`src/rtl/spram_pkg.sv`:
```
// Shared definitions for the byte-enable scratchpad RAM:
// read-during-write modes, clear FSM states and the lane merge helper.
package spram_pkg;

    localparam int RD_NO_CHANGE   = 0;
    localparam int RD_WRITE_FIRST = 1;
    localparam int RD_READ_FIRST  = 2;

    typedef enum logic {
        ST_IDLE  = 1'b0,
        ST_CLEAR = 1'b1
    } clr_state_t;

    // One byte lane of a partial write: take the new byte when enabled.
    function automatic logic [7:0] lane_merge(
        input logic [7:0] old_b,
        input logic [7:0] new_b,
        input logic       sel
    );
        return sel ? new_b : old_b;
    endfunction

endpackage

```
`src/rtl/spram_clr_ctrl.sv`:
```
// Zero-fill sweep controller: walks every word once, holding busy high
// for exactly DEPTH cycles; restarts on clr or on reset release.
module spram_clr_ctrl
    import spram_pkg::*;
#(
    parameter int DEPTH       = 32,
    parameter int ADDR_W      = $clog2(DEPTH),
    parameter int INIT_ON_RST = 1
) (
    input  logic              clk,
    input  logic              rst,
    input  logic              clr,
    output logic              busy,
    output logic              sweep_we,
    output logic [ADDR_W-1:0] sweep_addr
);

    localparam logic [ADDR_W-1:0] LAST = ADDR_W'(DEPTH - 1);
    localparam clr_state_t RST_STATE =
        (INIT_ON_RST != 0) ? ST_CLEAR : ST_IDLE;

    clr_state_t        state;
    clr_state_t        state_nx;
    logic [ADDR_W-1:0] cnt;
    logic [ADDR_W-1:0] cnt_nx;

    // State and sweep counter; reset aborts any sweep in progress.
    always_ff @(posedge clk or posedge rst) begin
        if (rst) begin
            state <= RST_STATE;
            cnt   <= '0;
        end else begin
            state <= state_nx;
            cnt   <= cnt_nx;
        end
    end

    // Next state, counter advance and sweep strobe.
    always_comb begin
        state_nx = state;
        cnt_nx   = cnt;
        busy     = 1'b0;
        sweep_we = 1'b0;
        unique case (state)
            ST_IDLE: begin
                if (clr) begin
                    state_nx = ST_CLEAR;
                    cnt_nx   = '0;
                end
            end
            ST_CLEAR: begin
                busy     = 1'b1;
                sweep_we = 1'b1;
                if (clr) begin
                    cnt_nx = '0;
                end else if (cnt == LAST) begin
                    state_nx = ST_IDLE;
                    cnt_nx   = '0;
                end else begin
                    cnt_nx = cnt + 1'b1;
                end
            end
            default: begin
                state_nx = ST_IDLE;
                cnt_nx   = '0;
            end
        endcase
    end

    assign sweep_addr = cnt;

endmodule

```
`src/rtl/spram_be_init.sv`:
```
// Single-port scratchpad RAM with byte enables, read-during-write modes,
// optional output register and a hardware zero-fill engine.
module spram_be_init
    import spram_pkg::*;
#(
    parameter int DATA_W      = 16,
    parameter int DEPTH       = 32,
    parameter int ADDR_W      = $clog2(DEPTH),
    parameter int RD_MODE     = 0,
    parameter int OUT_REG     = 0,
    parameter int INIT_ON_RST = 1
) (
    input  logic                  clk,
    input  logic                  rst,
    input  logic                  en,
    input  logic                  r_w,
    input  logic [ADDR_W-1:0]     addr,
    input  logic [DATA_W/8-1:0]   be,
    input  logic [DATA_W-1:0]     d_in,
    input  logic                  clr,
    output logic [DATA_W-1:0]     d_out,
    output logic                  d_valid,
    output logic                  busy,
    output logic                  err
);

    localparam int NB = DATA_W / 8;
    localparam logic [ADDR_W:0] DEPTH_X = (ADDR_W + 1)'(DEPTH);

    logic [DATA_W-1:0] mem [DEPTH];

    logic              sweep_we;
    logic [ADDR_W-1:0] sweep_addr;

    logic              acc;
    logic              acc_rd;
    logic              acc_wr;
    logic              in_range;
    logic [DATA_W-1:0] old_word;
    logic [DATA_W-1:0] merged;

    logic              mem_we;
    logic [ADDR_W-1:0] mem_addr;
    logic [DATA_W-1:0] mem_wdata;

    logic              s_valid;
    logic              s_err;
    logic [DATA_W-1:0] s_word;

    logic              o_valid;
    logic              o_err;
    logic [DATA_W-1:0] o_word;

    spram_clr_ctrl #(
        .DEPTH       (DEPTH),
        .ADDR_W      (ADDR_W),
        .INIT_ON_RST (INIT_ON_RST)
    ) u_clr (
        .clk        (clk),
        .rst        (rst),
        .clr        (clr),
        .busy       (busy),
        .sweep_we   (sweep_we),
        .sweep_addr (sweep_addr)
    );

    // A clr pulse in the same cycle also swallows the user request.
    assign acc      = en && !busy && !clr;
    assign acc_rd   = acc && !r_w;
    assign acc_wr   = acc && r_w;
    assign in_range = {1'b0, addr} < DEPTH_X;

    // Current word at the user address and its byte-lane merge.
    always_comb begin
        old_word = '0;
        if (in_range) begin
            old_word = mem[addr];
        end
        merged = old_word;
        for (int i = 0; i < NB; i++) begin
            merged[8*i +: 8] = lane_merge(old_word[8*i +: 8],
                                          d_in[8*i +: 8], be[i]);
        end
    end

    // Single array port: sweep has priority, user writes otherwise.
    always_comb begin
        mem_we    = 1'b0;
        mem_addr  = addr;
        mem_wdata = merged;
        if (sweep_we) begin
            mem_we    = 1'b1;
            mem_addr  = sweep_addr;
            mem_wdata = '0;
        end else if (acc_wr && in_range) begin
            mem_we = 1'b1;
        end
    end

    // Storage array; contents survive reset until the sweep clears them.
    always_ff @(posedge clk) begin
        if (mem_we) begin
            mem[mem_addr] <= mem_wdata;
        end
    end

    // First-stage response: what the port returns for this access.
    // Out-of-range accesses always return a zero word.
    always_comb begin
        s_err   = acc && !in_range;
        s_valid = acc_rd || (acc_wr && RD_MODE != RD_NO_CHANGE);
        s_word  = old_word;
        if (!in_range) begin
            s_word = '0;
        end else if (acc_wr && RD_MODE == RD_WRITE_FIRST) begin
            s_word = merged;
        end
    end

    generate
        if (OUT_REG != 0) begin : g_oreg
            logic              p_valid;
            logic              p_err;
            logic [DATA_W-1:0] p_word;

            // Extra latency stage; reset flushes anything in flight.
            always_ff @(posedge clk or posedge rst) begin
                if (rst) begin
                    p_valid <= 1'b0;
                    p_err   <= 1'b0;
                    p_word  <= '0;
                end else begin
                    p_valid <= s_valid;
                    p_err   <= s_err;
                    p_word  <= s_word;
                end
            end

            assign o_valid = p_valid;
            assign o_err   = p_err;
            assign o_word  = p_word;
        end else begin : g_direct
            assign o_valid = s_valid;
            assign o_err   = s_err;
            assign o_word  = s_word;
        end
    endgenerate

    // Output register: d_out only moves when a new word is presented.
    always_ff @(posedge clk or posedge rst) begin
        if (rst) begin
            d_out   <= '0;
            d_valid <= 1'b0;
            err     <= 1'b0;
        end else begin
            d_valid <= o_valid;
            err     <= o_err;
            if (o_valid) begin
                d_out <= o_word;
            end
        end
    end

endmodule

```
`config.mk`:
```
export PLATFORM = sky130hd
export DESIGN_NAME = spram_be_init
export DESIGN_NICKNAME = d
export VERILOG_FILES = /design/src/rtl/spram_pkg.sv /design/src/rtl/spram_clr_ctrl.sv /design/src/rtl/spram_be_init.sv
export SDC_FILE = /design/constraint.sdc
export NUM_CORES = 1
export LEC_CHECK = 0
export ABC_AREA = 1
export BUFFER_PORTS_ARGS = -buffer_cell sky130_fd_sc_hd__buf_2
export CAP_MARGIN = 5
export CELL_PAD_IN_SITES_DETAIL_PLACEMENT = 1
export CELL_PAD_IN_SITES_GLOBAL_PLACEMENT = 1
export CORE_AREA = 3 3 276 278
export CTS_CLUSTER_DIAMETER = 60
export CTS_CLUSTER_SIZE = 20
export DETAILED_ROUTE_END_ITERATION = 10
export DIE_AREA = 0 0 279 281
export PLACE_DENSITY = 0.48
export SYNTH_ARGS = -nofsm -noshare
export SYNTH_HDL_FRONTEND = slang
export SYNTH_SLANG_ARGS = --single-unit
```
`constraint.sdc`:
```
create_clock -name clk -period 3.55 [get_ports clk]
set_input_delay 0.71 -clock clk [delete_from_list [all_inputs] [get_ports clk]]
set_output_delay 0.71 -clock clk [all_outputs]
set_load 0.05 [all_outputs]
```
; ---- After elaboration in Yosys (flattened, before gate mapping)
; Memory sizes are Yosys's and may differ from the RTL's.
; Cells that the tools add are included.
[totals]
ff_bits = 23
ramBits = 512
inputBits = 28
output_inout_bits = 19
word_cells = 33
memories = 1
[op_classes]
add_sub_neg = 1
eq_ne = 2
mux = 17
bitwise = 1
reduce_logical = 7
[memory_table]
columns = memory, depth, width, rd, rd_clocked_by_memory_dff, write_ports, line
row1 = mem, 32, 16, 1, 0, 1, spram_be_init.sv:30  ; logic [DATA_W-1:0] mem [DEPTH];
[ops]
columns = cell, count
row1 = 2-to-1 mux 5 bit, 4
row2 = 2-to-1 mux 16 bit, 1
row3 = 2-to-1 mux 8 bit, 2
row4 = case mux 5 bit (2 select lines), 1
row5 = 2-to-1 mux 1 bit, 8
row6 = adder 5 x 1 -> 5 bit (second input constant), 1
row7 = == test 5 bit (second input constant), 1
row8 = logical AND 1 bit, 4
row9 = zero test 1 bit, 3
row10 = != test 2 bit (second input constant), 1
row11 = case mux 1 bit (2 select lines), 1
row12 = NOT 1 bit, 1

; ---- Logic depth before layout (Yosys ltp)
; Gate-level depths: netlist of run 1.
[logic_depth]
ltp_word = 9
ltp_mapped = 12
mapped_depth_nobuf = 9

; ---- Modules after synthesis
; A second synthesis of run 1 with hierarchy kept.
[hier_totals]
hier_cells = 1896
area_unflattened_um2 = 21828.4
[by_module_without_submodules]
columns = module, instances, cells_each, area_each_um2, seq_area_each_um2
row1 = spram_be_init, 1, 1858, 21510.6, 15800.2
row2 = spram_clr_ctrl, 1, 38, 317.8, 151.4

; ---- Worst setup path before layout of run 1
; No wires, ideal clock.
[synth_timing]
path_type = input -> register
startpoint = input port addr[0]
endpoint = memory mem[0][5] (data pin)
setup_ps = 377
arrival_time_ps = 2483
required_ps = 3173
path_slack_ps = 690
cell_stages = 12
path_buffers = 3
path_cell_list = buf_6 > inv_4 > buf_8 > buf_6 > nand2_1 > nand3_1 > nand3_1 > nand2_1 > nand2_1 > nand3_1 > nand2_1 > a21oi_1
[synth_between]
elab_chain_cells = 3
[synth_lines]
columns = element, line
row1 = from (decl), spram_be_init.sv:17  ; input logic [ADDR_W-1:0] addr,
row2 = memory read (32 x 16 bit), -
row3 = 2-to-1 mux 8 bit, spram_pkg.sv:20  ; return sel ? new_b : old_b;
row4 = 2-to-1 mux 16 bit, spram_be_init.sv:91  ; if (sweep_we) begin
row5 = net mem_wdata[5], spram_be_init.sv:44  ; logic [DATA_W-1:0] mem_wdata;
row6 = to (decl), spram_be_init.sv:30
; The timed path passes the listed nets, and every way through them passes these cells.

; ---- Worst setup path after layout of run 1
[layout_timing]
startpoint = input port addr[0]
endpoint = memory mem[12][8] (data pin)
; Same word-level chain as after synthesis.

==> results of run 1 <==
[stage by stage]
step / cells / utilization / hold WS (ps) / worst slack [ps] / area (µm²)
floorplan: 1891 / - / 532 / 690 / 22000
CTS: 3014 / 0.346 / 257 / 564 / 25600
global route: 3014 / 0.346 / 278 / 354 / 25600
detailed placement: 2936 / 0.326 / 479 / -40.2 / 24200
global placement: 2936 / 0.326 / 468 / 42.6 / 24200
finish: 3018 / 0.346 / 300 / 608 / 25700
[worst paths after layout]
path,start,to,slack [ps],cells past startpoint
setup / recovery,addr[0],mem[12][8]$_DFFE_PP_,610,13
hold / removal,r_w,d_valid$_DFF_PP0_,300,2
setup reg to reg,u_clr.state$_DFF_PP1_,mem[2][2]$_DFFE_PP_,660,5
hold reg to reg,d_out[5]$_DFFE_PP0P_,d_out[5]$_DFFE_PP0P_,490,2
max in group asynchronous,rst,d_out[5]$_DFFE_PP0P_,2580,2
min in group asynchronous,rst,d_out[13]$_DFFE_PP0P_,350,2
[layer usage]
metal,vias to the layer above,track usage
li1,6841,-
met4,0,0.0397
met3,65,0.0209
met5,-,0
met2,253,0.298
met1,7589,0.261
[cells in the mapped netlist (2+ instances only)]
master	n
buf_1	10
clkbuf_1	15
nand2_1	690
dfrtp_1	22
a21oi_2	2
nand3_1	424
buf_2	51
edfxtp_1	512
ha_1	2
a21oi_1	16
o21ai_0	24
buf_4	10
buf_6	29
inv_1	20
o21ai_1	16
nor2_1	39
[where the power goes]
group	internal, µW	switching, µW
clock network	2630	2470
logic	282	683
registers	6930	29.0
total	9840	3180
[flip-flops by register name (all words and copies together) (netlist names)]
name	cells
d_out	16
u_clr.state	1
mem	512
u_clr.sweep_addr	5
d_valid	1
[cell type report]
type | instances | area, µm²
Multi-Input combinational cell | 1218 | 5310
Clock inverter | 32 | 344
Tap cell | 969 | 1210
Clock buffer | 46 | 1130
Antenna cell | 4 | 10.0
Inverter | 21 | 88.8
Fill cell | 8057 | 48500
Sequential cell | 535 | 16000
Timing Repair Buffer | 193 | 1610
[layout by cell type, fill, tap and decap left out, drive strengths merged]
master and instances:
buf 192, nor2 39, inv 34, nand3 424
xnor2 1, clkinvlp 10, dfrtp 22, diode 4
clkbuf 47, ha 2, clkinv 6, conb 1
nand2 690, dfstp 1, edfxtp 512, o22ai 1
bufinv 3, a21oi 18, o21ai 40, nand3b 1
xor2 1
[critical path: stages]
cell and delay (ps):
clkbuf_8 200, inv_8 160, buf_12 200, buf_4 290
nand2_1 80, nand3_1 70, nand3_1 70, nand2_1 70
nand2_1 40, nand3_1 170, nand2_1 120, a21oi_2 880
buf_12 230
[kinds of logic after synthesis]
family	after synthesis	share of synthesized area
and+or+nand+nor	1154	0.221
DFF	535	0.724
buffers and inverters	138	0.0393
AOI/OAI and AO/OA	59	0.0138
xor gates and xnor gates	2	0.000795
adders and majority gates	2	0.00114
other	1	0.000170
==> out/results.ini, run 1 <==
[grt]
grt_usage = 0.182
grt_max_degree = 49
grt_overflow_total = 0
antenna_found_initial = 2
grt_first_pass_wirelength_um = 105000
grt_pass1_vias = 15200

[sta]
fin_crit_ps = 2940
final_max_slew_viol_count = 0
tns_ps = 0
max_freq_mhz = 340
setup_viol = 0
period_share = 0.829
rsz0062_at_grt = false
tightest_slew_ps = 1200
slew-limit-headroom = 0.201
skew_ps = 25.3
hold_viol = 0

[routing]
via_per_inst = 4.89
dr.pass1.iters = 5
route.layer.met1.wl_um = 34200
dr_wl_met2_um = 32400
wire_per_inst_um = 23.4
route.top_layer_used = met4
drc = 0
num_vias = 14700
drt_wl_total_um = 70700
drt_iter0_drc = 1086
dr_wl_met3_um = 2730
ant_nets = 0

[floorplanning]
start_util = 0.297
core_um2 = 74200
die_x_um = 279
die_h_um = 281
dieArea_um2 = 78400
pin_count = 47
fp-row-count = 100

[cts]
hold_buffers = 0
clk_latency_ps = 590
tritoncts = yes
cts.sinks = 535
cts_buffers = 44
htreeDepth = 2
ctsLongestPathBuffers = 3
cts_setup_buffers = 0
cts.reportedPaths.clkPinSlew_ps = 80
root_buffer = clkbuf_16
ctsResizeCount = 0

[synthesis]
syn_area_um2 = 22000
avgSynthCellArea_um2 = 11.7
synth_flop_cell = edfxtp_1
netlist_top_cells_area = edfxtp_1 (70%), nand2_1 (12%), nand3_1 (9.6%)
yosysWarnings = 0
yosys.area.top_type = edfxtp_1
yosys_register_bits = 535
synth-edff-count = 512
synth_nets = 1921
ys_seq_area_frac = 0.724
ys_async_sr_fraction = 0.0430
synth_top_area_frac = 0.698
ys_types = 25
netlist_instances = 1891

[worst_setup_path]
cp-end-kind = register
worst-path-max-fanout = 24
crit_required_ps = 3980
startpoint_type = primary input
critPathArrivalTime_ps = 3370
worstSetupPathType = primary input to register

[status]
outcome = completed

[final_layout]
fin_nets = 2043
drive_gt1_frac = 0.147
syn2layout_area_growth_pct = 16.4

[pwr]
power_uw = 13000
ir_drop_uv = 292
p_per_area_nw_per_um2 = 508
leakage_uw = 0.00977

[placement]
port_buffers = 45
dpl.hpwl_um = 44700
gp_congestion = 0.785

[worst_hold_path]
min_path_type = primary input to register

[job]
maxCapViolCount = 0

(Power assumes the default switching activity.)
==> run 2, diff against run 1 <==
--- a/config.mk
+++ b/config.mk
@@ -5,16 +5,16 @@
 export SDC_FILE = /design/constraint.sdc
 export NUM_CORES = 1
 export LEC_CHECK = 0
-export ABC_AREA = 1
+export ABC_AREA = 0
 export BUFFER_PORTS_ARGS = -buffer_cell sky130_fd_sc_hd__buf_2
 export CAP_MARGIN = 5
 export CELL_PAD_IN_SITES_DETAIL_PLACEMENT = 1
 export CELL_PAD_IN_SITES_GLOBAL_PLACEMENT = 1
-export CORE_AREA = 3 3 276 278
+export CORE_AREA = 3 3 271 273
 export CTS_CLUSTER_DIAMETER = 60
 export CTS_CLUSTER_SIZE = 20
 export DETAILED_ROUTE_END_ITERATION = 10
-export DIE_AREA = 0 0 279 281
+export DIE_AREA = 0 0 274 276
 export PLACE_DENSITY = 0.48
 export SYNTH_ARGS = -nofsm -noshare
 export SYNTH_HDL_FRONTEND = slang
==> constraint.sdc (replaced) <==
create_clock -name clk -period 2.7 [get_ports clk]
set_input_delay 0.54 -clock clk [delete_from_list [all_inputs] [get_ports clk]]
set_output_delay 0.54 -clock clk [all_outputs]
set_load 0.05 [all_outputs]
==> out/results.ini, run 2 <==
[placement]
pre_cts_ws_ps = -591  ; was -40.2 ps
place_inst = 2294  ; was 2,936
dpl.hpwl_um = 40300  ; was 44,700 µm
place_area_um2 = 24400  ; was 24,200 µm²
gp_congestion = 0.739  ; was 0.785
port_buffers = 45  ; unchanged

[worst_setup_path]
critPathLaunch = addr[2]  ; was addr[0]
worstSetupPathType = primary input to register  ; unchanged
critPathArrivalTime_ps = 3080  ; was 3370 ps
crit_slowest_cell = nor4_2  ; was a21oi_2
crit_chain = buf_2, and2_2, buf_12, buf_4, a22oi_1, a21oi_1, nor4_2, o21a_1, buf_4  ; was clkbuf_8, inv_8, buf_12, buf_4, nand2_1, nand3_1, nand3_1, nand2_1, nand2_1, nand3_1, nand2_1, a21oi_2, buf_12
cp-end-kind = register  ; unchanged
startpoint_type = primary input  ; unchanged
crit_family = simple AND/OR/NAND/NOR gates  ; was buffers and inverters
critPathMaxStageDelay_ps = 760  ; was 880 ps
crit_required_ps = 3130  ; was 3980 ps
cpMostUsedCell = buf_4  ; was nand2_1
rr_startpoint = u_clr.state$_DFF_PP1_  ; unchanged
worst-path-max-fanout = 16  ; was 24
reg2reg_setup_slack_ps = 360  ; was 660 ps
worst-path-buf-inv = 4  ; was 5
reg2reg_to = mem[11][15]$_DFFE_PP_  ; was mem[2][2]$_DFFE_PP_
reg2reg_depth = 6  ; was 5

[synthesis]
synth.most_common_cell = edfxtp_1  ; was nand2_1
syn_area_um2 = 21400  ; was 22,000 µm²
synth-simple-area-share = 0.0243  ; was 0.221
synth-compound-area-share = 0.0722  ; was 0.0138
synth_top_area_frac = 0.719  ; was 0.698
netlist_top_cells_area = edfxtp_1 (72%), mux2i_1 (12%), a22oi_1 (4.5%)  ; was edfxtp_1 (70%), nand2_1 (12%), nand3_1 (9.6%)
ys_types = 29  ; was 25
yosys.area.top_type = edfxtp_1  ; unchanged
netlist_instances = 1231  ; was 1,891
avgSynthCellArea_um2 = 17.4  ; was 11.7 µm²
synth_nets = 1261  ; was 1,921
ys_async_sr_fraction = 0.0430  ; unchanged
synth_top_family_by_area = multiplexers  ; was simple AND/OR/NAND/NOR gates
yosys-top-cells-count = edfxtp_1 (512), mux2i_1 (260), a22oi_1 (129), a21oi_1 (82), nor2_1 (41)  ; was nand2_1 (690), edfxtp_1 (512), nand3_1 (424), buf_2 (51), nor2_1 (39)
yosysWarnings = 0  ; unchanged
synthMuxAreaShare = 0.131  ; was 0
synth-edff-count = 512  ; unchanged
ys_seq_area_frac = 0.746  ; was 0.724
synth-xor-area-share = 0  ; was 0.000795
synth_flop_cell = edfxtp_1  ; unchanged
yosys_register_bits = 535  ; unchanged
synthAdderAreaFrac = 0.00117  ; was 0.00114

[grt]
antenna_found_initial = 0  ; was 2
grt_overflow_total = 0  ; unchanged
grt_max_degree = 47  ; was 49
grt_pass1_vias = 12300  ; was 15.2k
grt_usage = 0.175  ; was 0.182
grt_first_pass_wirelength_um = 93900  ; was 105,000 µm

[sta]
skew_ps = 23.8  ; was 25.3 ps
tns_ps = 0  ; unchanged
rsz0062_at_grt = false  ; unchanged
setup_viol = 0  ; unchanged
period_share = 0.985
tightest_slew_ps = 902  ; was 1200 ps
slew-limit-headroom = 0.394  ; was 0.201
hold_viol = 0  ; unchanged
final_max_slew_viol_count = 0  ; unchanged
setup_ws_ps = 40.4  ; was 608 ps
max_freq_mhz = 376
fin_crit_ps = 2660

[cts]
root_buffer = clkbuf_16  ; unchanged
tritoncts = yes  ; unchanged
cts.sinks = 535  ; unchanged
cts_setup_buffers = 0  ; unchanged
cts.reportedPaths.clkPinSlew_ps = 80  ; about the same
hold_buffers = 0  ; unchanged
htreeDepth = 2  ; unchanged
clk_latency_ps = 590  ; about the same
ctsLongestPathBuffers = 3  ; unchanged
ctsResizeCount = 0  ; unchanged
cts_buffers = 41  ; was 44

[floorplanning]
die_x_um = 274  ; was 279 µm
die_h_um = 276  ; was 281 µm
start_util = 0.300  ; was 0.297
fp-row-count = 98  ; was 100
core_um2 = 71400  ; was 74,200 µm²
dieArea_um2 = 75600  ; was 78,400 µm²
pin_count = 47  ; unchanged

[routing]
wire_per_inst_um = 28.0  ; was 23.4 µm
dr_wl_met3_um = 1720  ; was 2730 µm
num_vias = 11900  ; was 14.7k
drt_iter0_drc = 880  ; was 1,086
via_per_inst = 5.02  ; was 4.89
drt_wl_total_um = 66400  ; was 70,700 µm
route.layer.met1.wl_um = 31300  ; was 34,200 µm
dr_wl_met2_um = 32200  ; was 32,400 µm
route.top_layer_used = met4  ; unchanged
ant_nets = 0  ; unchanged
dr.pass1.iters = 4  ; was 5
drc = 0  ; unchanged

[final_layout]
syn2layout_area_growth_pct = 20.5  ; was 16.4%
top_register = mem  ; unchanged
fillerInstances = 7187  ; was 8,057
layout_common_cells = edfxtp_1 (512), mux2i_1 (260), a22oi_1 (129), a21oi_1 (82)  ; was nand2_1 (690), edfxtp_1 (512), nand3_1 (424), buf_4 (128), clkbuf_16 (45)
largest_register_ffs = 512  ; unchanged
diodes = 0  ; was 4
fin_area_um2 = 25800  ; was 25,700 µm²
layout.cells.non_filler = 2370  ; was 3,018
drive_gt1_frac = 0.227  ; was 0.147
final_common_cell = edfxtp_1  ; was nand2_1
fin_nets = 1417  ; was 2,043

[pwr]
power_uw = 16500  ; was 13,000 µW
p_per_area_nw_per_um2 = 639  ; was 508 nW/µm²
ir_drop_uv = 407  ; was 292 µV
leakage_uw = 0.00923  ; was 0.00977 µW

[status]
outcome = completed  ; unchanged

[job]
maxCapViolCount = 0  ; unchanged

[worst_hold_path]
min_path_type = primary input to async pin  ; was primary input to register

run 2: worst max path at each step:
stage,to,slack [ps],cells after the start
finish,mem[11][5]$_DFFE_PP_,40,9
global route,mem[11][5]$_DFFE_PP_,60,9
CTS,mem[11][5]$_DFFE_PP_,10,9
detailed placement,mem[8][5]$_DFFE_PP_,-590,9
global placement,mem[12][5]$_DFFE_PP_,-610,9
floorplan,mem[18][0]$_DFFE_PP_,-100,5
run 2: kinds of logic after synthesis:
logic type                 Yosys count
other                                1
and+or+nand+nor                     87
muxes                              278
adders and majority gates            2
AOI/OAI and AO/OA                  235
DFF                                535
buffers and inverters               93
run 2: routing by layer:
layer / vias to the layer above / global-route usage
met4: 0 / 0.0354
met1: 6480 / 0.250
met5: - / 0
li1: 5189 / -
met2: 162 / 0.288
met3: 66 / 0.0200
run 2: worst reg2reg max path, stage by stage, from the launching register on:
cell     delay, ps
dfstp_2        720
buf_4          240
nand2_1        100
o22ai_1        180
nand2_1        200
nor2_2         390
buf_12         200
run 2: power by group:
part           internal, µW  switching (µW)  total [µW]
Sequential             9050            34.0        9080
Clock                  3180            3170        6340
Combinational           404             643        1050
run 2: per-stage QoR:
step                hold slack (ps)  utilization
CTS                            20.5        0.361
global route                   65.3        0.361
detailed placement              499        0.342
global placement                488        0.342
floorplan                       541            -
finish                         44.4        0.361
run 2: cell type report:
type / count / area, µm² / area share
well taps: 950 / 1190 / 0.0461
clock inverters: 27 / 278 / 0.0108
multi-input cells: 603 / 4990 / 0.194
flip-flops and latches: 535 / 16000 / 0.619
repair buffers: 187 / 2190 / 0.0849
inverters: 19 / 71.3 / 0.00277
clock buffers: 49 / 1110 / 0.0430
==> run 3, diff against run 2 <==
--- a/config.mk
+++ b/config.mk
@@ -15,7 +15,7 @@
 export CTS_CLUSTER_SIZE = 20
 export DETAILED_ROUTE_END_ITERATION = 10
 export DIE_AREA = 0 0 274 276
-export PLACE_DENSITY = 0.48
+export PLACE_DENSITY = 0.46
 export SYNTH_ARGS = -nofsm -noshare
 export SYNTH_HDL_FRONTEND = slang
 export SYNTH_SLANG_ARGS = --single-unit
==> constraint.sdc (replaced) <==
create_clock -name clk -period 2.8 [get_ports clk]
set_input_delay 0.56 -clock clk [delete_from_list [all_inputs] [get_ports clk]]
set_output_delay 0.56 -clock clk [all_outputs]
set_load 0.05 [all_outputs]
==> out/results.ini, run 3 (synthesized netlist as in run 2, its figures left out) <==
[worst_setup_path]
worstSetupPathType = primary input to register  ; unchanged
critPathMaxStageDelay_ps = 740  ; was 760 ps
crit_slowest_cell = nor4_2  ; unchanged
reg2reg_depth = 4  ; was 6
critPathArrivalTime_ps = 3140  ; was 3080 ps
startpoint_type = primary input  ; unchanged
worst-path-max-fanout = 31  ; was 16
cp-end-kind = register  ; unchanged
crit_chain = buf_2, nor2b_4, buf_12, buf_4, a22oi_1, a21oi_1, nor4_2, o21a_1, buf_12  ; was buf_2, and2_2, buf_12, buf_4, a22oi_1, a21oi_1, nor4_2, o21a_1, buf_4
cpMostUsedCell = buf_12  ; was buf_4
crit_required_ps = 3240  ; was 3130 ps

[final_layout]
largest_register_ffs = 512  ; unchanged
syn2layout_area_growth_pct = 20.8  ; was 20.5%
diodes = 0  ; unchanged
drive_gt1_frac = 0.240  ; was 0.227
layout_common_cells = edfxtp_1 (512), mux2i_1 (260), a22oi_1 (129), buf_4 (95), a21oi_1 (82)  ; was edfxtp_1 (512), mux2i_1 (260), a22oi_1 (129), a21oi_1 (82)
final_common_cell = edfxtp_1  ; unchanged
fin_nets = 1427  ; was 1,417
top_register = mem  ; unchanged
fillerInstances = 7184  ; was 7,187
layout.cells.non_filler = 2385  ; was 2,370

[sta]
max_freq_mhz = 370
tightest_slew_ps = 788  ; was 902 ps
period_share = 0.966
fin_crit_ps = 2700
slew-limit-headroom = 0.474  ; was 0.394
final_max_slew_viol_count = 0  ; unchanged
setup_ws_ps = 95.6  ; was 40.4 ps
skew_ps = 15.9  ; was 23.8 ps
rsz0062_at_grt = false  ; unchanged
setup_viol = 0  ; unchanged
hold_viol = 0  ; unchanged

[status]
outcome = completed  ; unchanged

[cts]
htreeDepth = 2  ; unchanged
hold_buffers = 0  ; unchanged
ctsResizeCount = 0  ; unchanged
ctsLongestPathBuffers = 3  ; unchanged
tritoncts = yes  ; unchanged
root_buffer = clkbuf_16  ; unchanged
clk_latency_ps = 600  ; was 590 ps
cts_buffers = 46  ; was 41
cts.sinks = 535  ; unchanged
cts_setup_buffers = 0  ; unchanged
cts.reportedPaths.clkPinSlew_ps = 80  ; about the same

[placement]
place_inst = 2299  ; was 2,294
pre_cts_ws_ps = -492  ; was -591 ps
port_buffers = 45  ; unchanged
dpl.hpwl_um = 40800  ; was 40,300 µm
gp_congestion = 0.741  ; was 0.739

[grt]
antenna_found_initial = 1  ; was 0
grt_usage = 0.177  ; was 0.175
grt_first_pass_wirelength_um = 94600  ; was 93,900 µm
grt_overflow_total = 0  ; unchanged
grt_max_degree = 37  ; was 47
grt_pass1_vias = 12300  ; about the same

[routing]
drt_iter0_drc = 913  ; was 880
via_per_inst = 4.98  ; was 5.02
drc = 0  ; unchanged
wire_per_inst_um = 28.2  ; was 28.0 µm
num_vias = 11900  ; about the same
dr.pass1.iters = 5  ; was 4
ant_nets = 0  ; unchanged
drt_wl_total_um = 67200  ; was 66,400 µm

[floorplanning]
die_h_um = 276  ; unchanged
dieArea_um2 = 75600  ; unchanged
core_um2 = 71400  ; unchanged
pin_count = 47  ; unchanged
start_util = 0.300  ; unchanged
fp-row-count = 98  ; unchanged
die_x_um = 274  ; unchanged

[pwr]
leakage_uw = 0.00933  ; was 0.00923 µW
p_per_area_nw_per_um2 = 645  ; was 639 nW/µm²
ir_drop_uv = 385  ; was 407 µV

[job]
maxCapViolCount = 0  ; unchanged

[worst_hold_path]
min_path_type = primary input to async pin  ; unchanged

run 3: changes by cell type in the layout (fill, tap and decap cells not counted):
cell,change
clkbuf_16,+3
clkinvlp_4,-3
inv_6,+9
buf_12,-19
clkinv_8,+4
inv_12,+1
clkinv_4,-4
bufinv_16,+2
buf_4,+24
nor2_1,-2
clkbuf_1,-5
clkinv_2,+1
inv_8,+2
nor2_2,+2
run 3: layout make-up:
cell class	instances	area (µm²)	area share
multi-input cells	603	4990	0.193
repair buffers	192	1990	0.0770
inverters	19	71.3	0.00276
clock buffers	47	1160	0.0451
clock inverters	39	468	0.0181
well taps	950	1190	0.0460
flip-flops and latches	535	16000	0.618
run 3: layer usage:
metal,vias up,track usage,part of all wire
li1,5234,-,-
met1,6350,0.243,0.45
met2,205,0.294,0.49
met3,78,0.0247,0.035
met4,0,0.0474,0.024
met5,-,0,0
run 3: worst paths after layout:
kind / from / end / slack (ps)
worst max-delay path: addr[2] / mem[10][5]$_DFFE_PP_ / 100
worst min-delay path: rst / d_out[14]$_DFFE_PP0P_ / 60
worst max register to register: u_clr.state$_DFF_PP1_ / mem[25][10]$_DFFE_PP_ / 230
worst min register to register: d_out[9]$_DFFE_PP0P_ / d_out[9]$_DFFE_PP0P_ / 510
max in group asynchronous: rst / u_clr.state$_DFF_PP1_ / 2410
min in group clk: clr / u_clr.sweep_addr[2]$_DFFE_PP0P_ / 300
run 3: power by group:
group / switching (µW) / internal, µW
combinational: 625 / 369
clock: 3370 / 3530
sequential: 29.7 / 8730
run 3: through the flow:
step           TNS, ps  power [µW]  hold WS, ps   util  area (µm²)
6_report             0       16600         57.5  0.362       25800
5_1_grt              0       17200         51.3  0.362       25800
4_1_cts              0       16900         29.2  0.362       25800
3_5_place_dp    -43510        9950          494  0.339       24200
3_3_place_gp    -40140        9940          491  0.339       24200
2_1_floorplan    -37.0        9490          542      -       21400
run 3: critical path: cells and delay by family:
family                 cells  cell delay (ps)
AO/OA/AOI/OAI              3              820
buffers and inverters      4              780
AND/OR/NAND/NOR            2              900
